$ cat src/rtl/dmem_arbiter.sv
`default_nettype none
// ============================================================================
//  Module      : dmem_arbiter
//  Description : Two-port arbiter and one-stage sequencer for the core's
//                single-port word-addressed data memory. Port 0 (core
//                load/store) has fixed priority; port 1 (debug/loader) gains
//                priority after being refused WAIT_LIMIT cycles in a row.
//                Accept -> access -> response, one transaction per cycle.
//  Revision    : 1.0 - initial release
// ============================================================================
module dmem_arbiter #(
    parameter int DEPTH      = 1024,
    parameter int WAIT_LIMIT = 8
) (
    input  logic        clk,
    input  logic        rst,
    input  logic        m0_req,
    input  logic        m0_we,
    input  logic [31:0] m0_addr,
    input  logic [31:0] m0_wdata,
    output logic        m0_gnt,
    output logic        m0_rvalid,
    output logic [31:0] m0_rdata,
    output logic        m0_err,
    input  logic        m1_req,
    input  logic        m1_we,
    input  logic [31:0] m1_addr,
    input  logic [31:0] m1_wdata,
    output logic        m1_gnt,
    output logic        m1_rvalid,
    output logic [31:0] m1_rdata,
    output logic        m1_err,
    output logic        mem_we,
    output logic [31:0] mem_a,
    output logic [31:0] mem_wd,
    input  logic [31:0] mem_rd
);

    localparam logic [31:0] c_depth      = 32'(DEPTH);
    localparam logic [7:0]  c_wait_limit = 8'(WAIT_LIMIT);

    // Anti-starvation counter for port 1
    logic [7:0]  r_wait_cnt;

    // Access stage
    logic        r_s_valid;
    logic        r_s_owner;
    logic        r_s_we;
    logic [29:0] r_s_widx;
    logic [31:0] r_s_wdata;
    logic        r_s_err;

    // Response registers
    logic        r_m0_rvalid;
    logic [31:0] r_m0_rdata;
    logic        r_m0_err;
    logic        r_m1_rvalid;
    logic [31:0] r_m1_rdata;
    logic        r_m1_err;

    // Arbitration and selected request fields
    logic        w_m1_prio;
    logic        w_gnt_any;
    logic        w_sel_we;
    logic [31:0] w_sel_addr;
    logic [31:0] w_sel_wdata;
    logic        w_sel_err;
    logic [31:0] w_ld_data;

    // Port 1 overrides port 0 once it has waited WAIT_LIMIT cycles
    assign w_m1_prio = (r_wait_cnt == c_wait_limit) && m1_req;
    assign m0_gnt    = !rst && m0_req && !w_m1_prio;
    assign m1_gnt    = !rst && m1_req && (w_m1_prio || !m0_req);
    assign w_gnt_any = m0_gnt || m1_gnt;

    // Mux the granted requester's fields and classify the access
    always_comb begin
        w_sel_we    = m0_we;
        w_sel_addr  = m0_addr;
        w_sel_wdata = m0_wdata;
        if (m1_gnt) begin
            w_sel_we    = m1_we;
            w_sel_addr  = m1_addr;
            w_sel_wdata = m1_wdata;
        end
        w_sel_err = (w_sel_addr[1:0] != 2'b00) ||
                    ({2'b00, w_sel_addr[31:2]} >= c_depth);
    end

    // Count consecutive refusals of port 1, saturating at the limit
    always_ff @(posedge clk or posedge rst) begin
        if (rst) begin
            r_wait_cnt <= 8'd0;
        end else if (m1_req && !m1_gnt) begin
            if (r_wait_cnt < c_wait_limit) begin
                r_wait_cnt <= r_wait_cnt + 8'd1;
            end
        end else begin
            r_wait_cnt <= 8'd0;
        end
    end

    // Latch the accepted request into the access stage
    always_ff @(posedge clk or posedge rst) begin
        if (rst) begin
            r_s_valid <= 1'b0;
            r_s_owner <= 1'b0;
            r_s_we    <= 1'b0;
            r_s_widx  <= 30'd0;
            r_s_wdata <= 32'd0;
            r_s_err   <= 1'b0;
        end else begin
            r_s_valid <= w_gnt_any;
            if (w_gnt_any) begin
                r_s_owner <= m1_gnt;
                r_s_we    <= w_sel_we;
                r_s_widx  <= w_sel_addr[31:2];
                r_s_wdata <= w_sel_wdata;
                r_s_err   <= w_sel_err;
            end
        end
    end

    // Memory drive; a reset clears r_s_valid so a pending store drops at once
    assign mem_a     = r_s_valid ? {2'b00, r_s_widx} : 32'd0;
    assign mem_wd    = (r_s_valid && r_s_we) ? r_s_wdata : 32'd0;
    assign mem_we    = r_s_valid && r_s_we && !r_s_err;
    assign w_ld_data = (!r_s_we && !r_s_err) ? mem_rd : 32'd0;

    // Capture the completion for the stage owner; everything else idles to 0
    always_ff @(posedge clk or posedge rst) begin
        if (rst) begin
            r_m0_rvalid <= 1'b0;
            r_m0_rdata  <= 32'd0;
            r_m0_err    <= 1'b0;
            r_m1_rvalid <= 1'b0;
            r_m1_rdata  <= 32'd0;
            r_m1_err    <= 1'b0;
        end else begin
            r_m0_rvalid <= r_s_valid && !r_s_owner;
            r_m0_rdata  <= (r_s_valid && !r_s_owner) ? w_ld_data : 32'd0;
            r_m0_err    <= r_s_valid && !r_s_owner && r_s_err;
            r_m1_rvalid <= r_s_valid && r_s_owner;
            r_m1_rdata  <= (r_s_valid && r_s_owner) ? w_ld_data : 32'd0;
            r_m1_err    <= r_s_valid && r_s_owner && r_s_err;
        end
    end

    assign m0_rvalid = r_m0_rvalid;
    assign m0_rdata  = r_m0_rdata;
    assign m0_err    = r_m0_err;
    assign m1_rvalid = r_m1_rvalid;
    assign m1_rdata  = r_m1_rdata;
    assign m1_err    = r_m1_err;

endmodule
`default_nettype wire

$ cat config.mk
export PLATFORM = sky130hd
export DESIGN_NAME = dmem_arbiter
export DESIGN_NICKNAME = d
export VERILOG_FILES = /design/src/rtl/dmem_arbiter.sv
export SDC_FILE = /design/constraint.sdc
export NUM_CORES = 1
export LEC_CHECK = 0
export ABC_AREA = 1
export CORE_ASPECT_RATIO = 1.4
export CORE_UTILIZATION = 38
export CTS_BUF_LIST = sky130_fd_sc_hd__clkbuf_4
export DETAILED_ROUTE_END_ITERATION = 6
export GPL_TIMING_DRIVEN = 0
export PLACE_DENSITY = 0.79
export SYNTH_ARGS = -nofsm -noshare
export SYNTH_HDL_FRONTEND = slang
export SYNTH_SLANG_ARGS = --single-unit
$ cat constraint.sdc
create_clock -name clk -period 4.5 [get_ports clk]
set_input_delay 0.9 -clock clk [delete_from_list [all_inputs] [get_ports clk]]
set_output_delay 0.9 -clock clk [all_outputs]
set_load 0.02 [all_outputs]
# Yosys cells after proc, flatten, opt, wreduce, memory -nomap -nowiden
# Cells that the tools add are included.
word_totals:
  register_bits: 142
  in_bits: 166
  elab_cells: 52
op_classes:
  add_sub_neg: 1
  n_eq_ne: 2
  n_reduce_logical: 24
  magnitude_cmp: 2
  muxes: 10
ops:
  columns: ["op", "count"]
  rows:
  - ["32-bit 2-to-1 mux", 6]
  - ["30-bit by 11-bit >= comparator with 1-bit output, second input constant", 1]
  - ["30-bit 2-to-1 mux", 1]
  - ["8-bit 2-to-1 mux", 2]
  - ["1-bit logical AND", 13]
  - ["8-bit by 1-bit adder with 8-bit output, second input constant", 1]
  - ["8-bit by 4-bit equality test with 1-bit output, second input constant", 1]
  - ["8-bit by 4-bit less-than comparator with 1-bit output, second input constant", 1]
  - ["1-bit logical NOT", 7]
  - ["1-bit logical OR", 3]
  - ["2-bit by 1-bit != test with 1-bit output, second input constant", 1]
  - ["2-bit nonzero test", 1]
  - ["1-bit 2-to-1 mux", 1]

# Longest topological paths before layout
depth:
  ltp_word: 7
  mapped_depth: 17
  ltp_nobuf: 16

# Least setup slack after synthesis
# OpenSTA, ideal clock, no wires.
synth_path:
  path_kind: "input to output"
  start: "in m1_req"
  end: "out m0_gnt"
  n_path_buf: 2
  cell_stages: 7
  t_arrival_ns: 1.720
  t_required_ns: 3.600
  path_slack_ns: 1.880
  path_cell_list: "nand2_1 -> nor2_1 -> nand2_1 -> nand2_2 -> buf_2 -> nor2_2 -> buf_2"
synth_via:
  elab_chain_len: 3
synth_rtl:
  columns: ["element", "line_no", "source"]
  rows:
  - ["start: declaration", "25", "input logic m1_req,"]
  - ["1-bit logical AND", "71", "assign w_m1_prio = (r_wait_cnt == c_wait_limit) && m1_req;"]
  - ["1-bit logical NOT", "72", "assign m0_gnt = !rst && m0_req && !w_m1_prio;"]
  - ["1-bit logical AND", "72", null]
  - ["end: declaration", "21", "output logic m0_gnt,"]
# Every way passes these cells.

# Worst setup path in the final report
layout_path:
  start: "in rst"
  end: "out m1_gnt"
layout_via:
  elab_chain_len: 3
layout_rtl:
  columns: ["element", "line_no", "source"]
  rows:
  - ["start: declaration", "16", "input logic rst,"]
  - ["1-bit logical NOT (no source line)", null, null]
  - ["1-bit logical AND (2 in a row)", "73", "assign m1_gnt = !rst && m1_req && (w_m1_prio || !m0_req);"]
  - ["end: declaration", "29", "output logic m1_gnt,"]
# Every way passes these cells.

==> reports/metrics.cfg <==
[routing]
finalWirelength_um = 20000
num_vias = 6058
drtIter0Drc = 432
wl_per_cell_um = 15.5
dr.pass1.iters = 5
ant_nets = 0
drc = 0
vias_per_cell = 4.71

[global_routing]
grt_pass1_vias = 6217
grt_pass1_wl_um = 32100
grt_max_degree = 40
grt_usage_pct = 24.1
antenna_found_initial = 1
gr-total-overflow = 0

[pwr]
ir_drop_mv = 0.163
power.total_mw = 2.76
p_leak_nw = 4.70
power_density_mw_per_mm2 = 280

[cts]
root_buffer = clkbuf_4
clock_path_buffers = 2
cts_resized = 0
cts_sinks = 142
clkTransAtPathRegs_ns = 0.14
clk_latency_ns = 0.53
cts_setup_buffers = 0
cts_hold_buf = 0
htree_levels = 4
cts_tree = yes
cts_buffers = 17

[synthesis]
synth-main-ff-cell = dfrtp_1
syn_avg_cell_area_sq_um = 8.35
synth_cells = 752
synth_commonest_cells = 190 x nand2_1, 142 x dfrtp_1, 111 x inv_1
yosysTopAreaCell = dfrtp_1
yosys_register_bits = 142
synthArstFlopShare_pct = 100
synth.yosys.seq_area_share_pct = 56.6
syn_area_sq_mm = 0.00628
yosysWarningCount = 0
synthTopCellsByArea = dfrtp_1 57%, nand2_1 11%, inv_1 6.6%
yosysTopAreaCellShare_pct = 56.6
yosysMostFrequentCell = nand2_1
synth_cell_types = 24
synth-edff-count = 0

[sta]
grt_setup_unrepaired = no
slew_headroom_pct = 44.3
setup_viol = 0
worst_slew_pin_slew_ns = 0.834
hold_viol = 0
whs_ns = 0.489
max_freq_ghz = 0.249
timing.final.crit_share_pct = 89.4
period_minus_slack_ns = 4.02
maxSlewViolCount = 0
setup-tns-final_ns = 0
finClkSkew_ns = 0.0282

[status]
status = complete, no violations

[cells_and_area]
fin_nets = 1241
register_area_sq_mm = 0.00355
multi_input_area_sq_mm = 0.00207
syn_to_final_growth_pct = 56.7
fin_cells = 1286
fin_util_pct = 60.9
fillers = 1388
final_layout_size_suffix_gt1_share_pct = 6.45

[critical_path]
start_kind = input pin
critPathMaxFanout = 10
slowest_stage = clkdlybuf4s50_1
crit_chain = clkdlybuf4s50_1 > nor2_4 > nand2_2 > inv_1 > buf_4 > buf_2 > clkdlybuf4s50_1
worstPathRequired_ns = 3.60
r2r_slack_ns = 2.38
cp.arrival_ns = 3.12
path_common_cell = clkdlybuf4s50_1
cpPeakStageDelay_ns = 0.64
crit_type = input pin to output port
crit_path_end_kind = output port

[floorplanning]
die_height_um = 154
io_pins = 301
dieArea_sq_mm = 0.0171
core-area_sq_mm = 0.0162
start_util_pct = 38.8
die_x_um = 111
rows = 55

[placed_design]
place_inst = 1253
routabilityCongestion = 0.888
io_buffers = 298
dp.final_hpwl_um = 15200

[flow_run]
drv_cap = 0

[min_path]
hp-class = register to register

[placed cells by master (no fill, tap or decap), types with 3 or more instances in the layout]
cell             instances
clkbuf_1                26
nand3_1                 55
inv_8                    3
buf_4                    3
nor2_1                  77
inv_6                    5
o211ai_1                33
buf_12                   3
o21ai_0                  4
o31ai_1                 10
clkdlybuf4s50_1        298
buf_2                   17
nand2_2                  3
dfrtp_1                142
nand2_1                190
buf_6                    3
inv_1                  110
clkbuf_4                18
clkinvlp_4               6
nor3_1                  64
[sequential cells by signal (all words and copies together) (netlist names), 8 cells and up]
name and cells:
m0_rdata 32, m1_rdata 32, r_s_wdata 32, r_s_widx 30
r_wait_cnt 8
[final cells by class]
type | instances | area share [%]
sequential | 142 | 36.1
timing repair buffer | 301 | 30.9
multi-input combinational | 449 | 21.0
inverter | 113 | 4.35
tap | 199 | 2.53
buffer | 49 | 2.43
clock buffer | 18 | 1.37
clock inverter | 14 | 1.26
antenna | 1 | 0.0254
[per-layer routing]
layer	routed length, um	vias up	global-route usage [%]
met2	10600	244	43.7
met1	7810	2806	27.4
met4	567	0	10.7
met5	0	-	0
met3	1020	32	4.65
li1	-	2976	-
[report_power, final]
part	switching [mW]	internal (mW)	leakage [nW]
sequential	0.0350	1.36	1.87
combinational	0.300	0.280	2.70
clock	0.540	0.244	0.128
[worst max-delay path, delay by kind of cell]
kind	cells	cell delay (ns)
AND/OR/NAND/NOR	2	0.43
buffers and inverters	5	1.76
[metrics by stage]
stage	worst slack, ns	instance area [sq um]
finish	0.479	9840
global route	0.397	9840
CTS	0.490	9840
detailed placement	0.486	9580
global placement	0.443	9520
floorplan	1.82	6290
[path summary, 6_finish.rpt]
check / start / end / cells after the start
min: r_s_widx[23] / r_s_widx[23] / 2
max: rst / m1_gnt / 7
max in group asynchronous: rst / m0_rdata[31] / 4
min reg2reg: r_s_widx[23] / r_s_widx[23] / 2
max reg2reg: r_wait_cnt[0] / r_s_err / 17
min in group asynchronous: rst / r_s_widx[9] / 2
[logic make-up after synthesis]
| kind of cell | count (synthesis) | synth area share, % |
|---|---|---|
| simple gates | 394 | 26.4 |
| buf+inv | 162 | 10.6 |
| fa+ha+maj | 2 | 0.398 |
| flops | 142 | 56.6 |
| xor+xnor | 1 | 0.139 |
| compound gates | 50 | 5.86 |
| other cells | 1 | 0.0597 |
No activity file was read; power rests on OpenSTA's default activity.
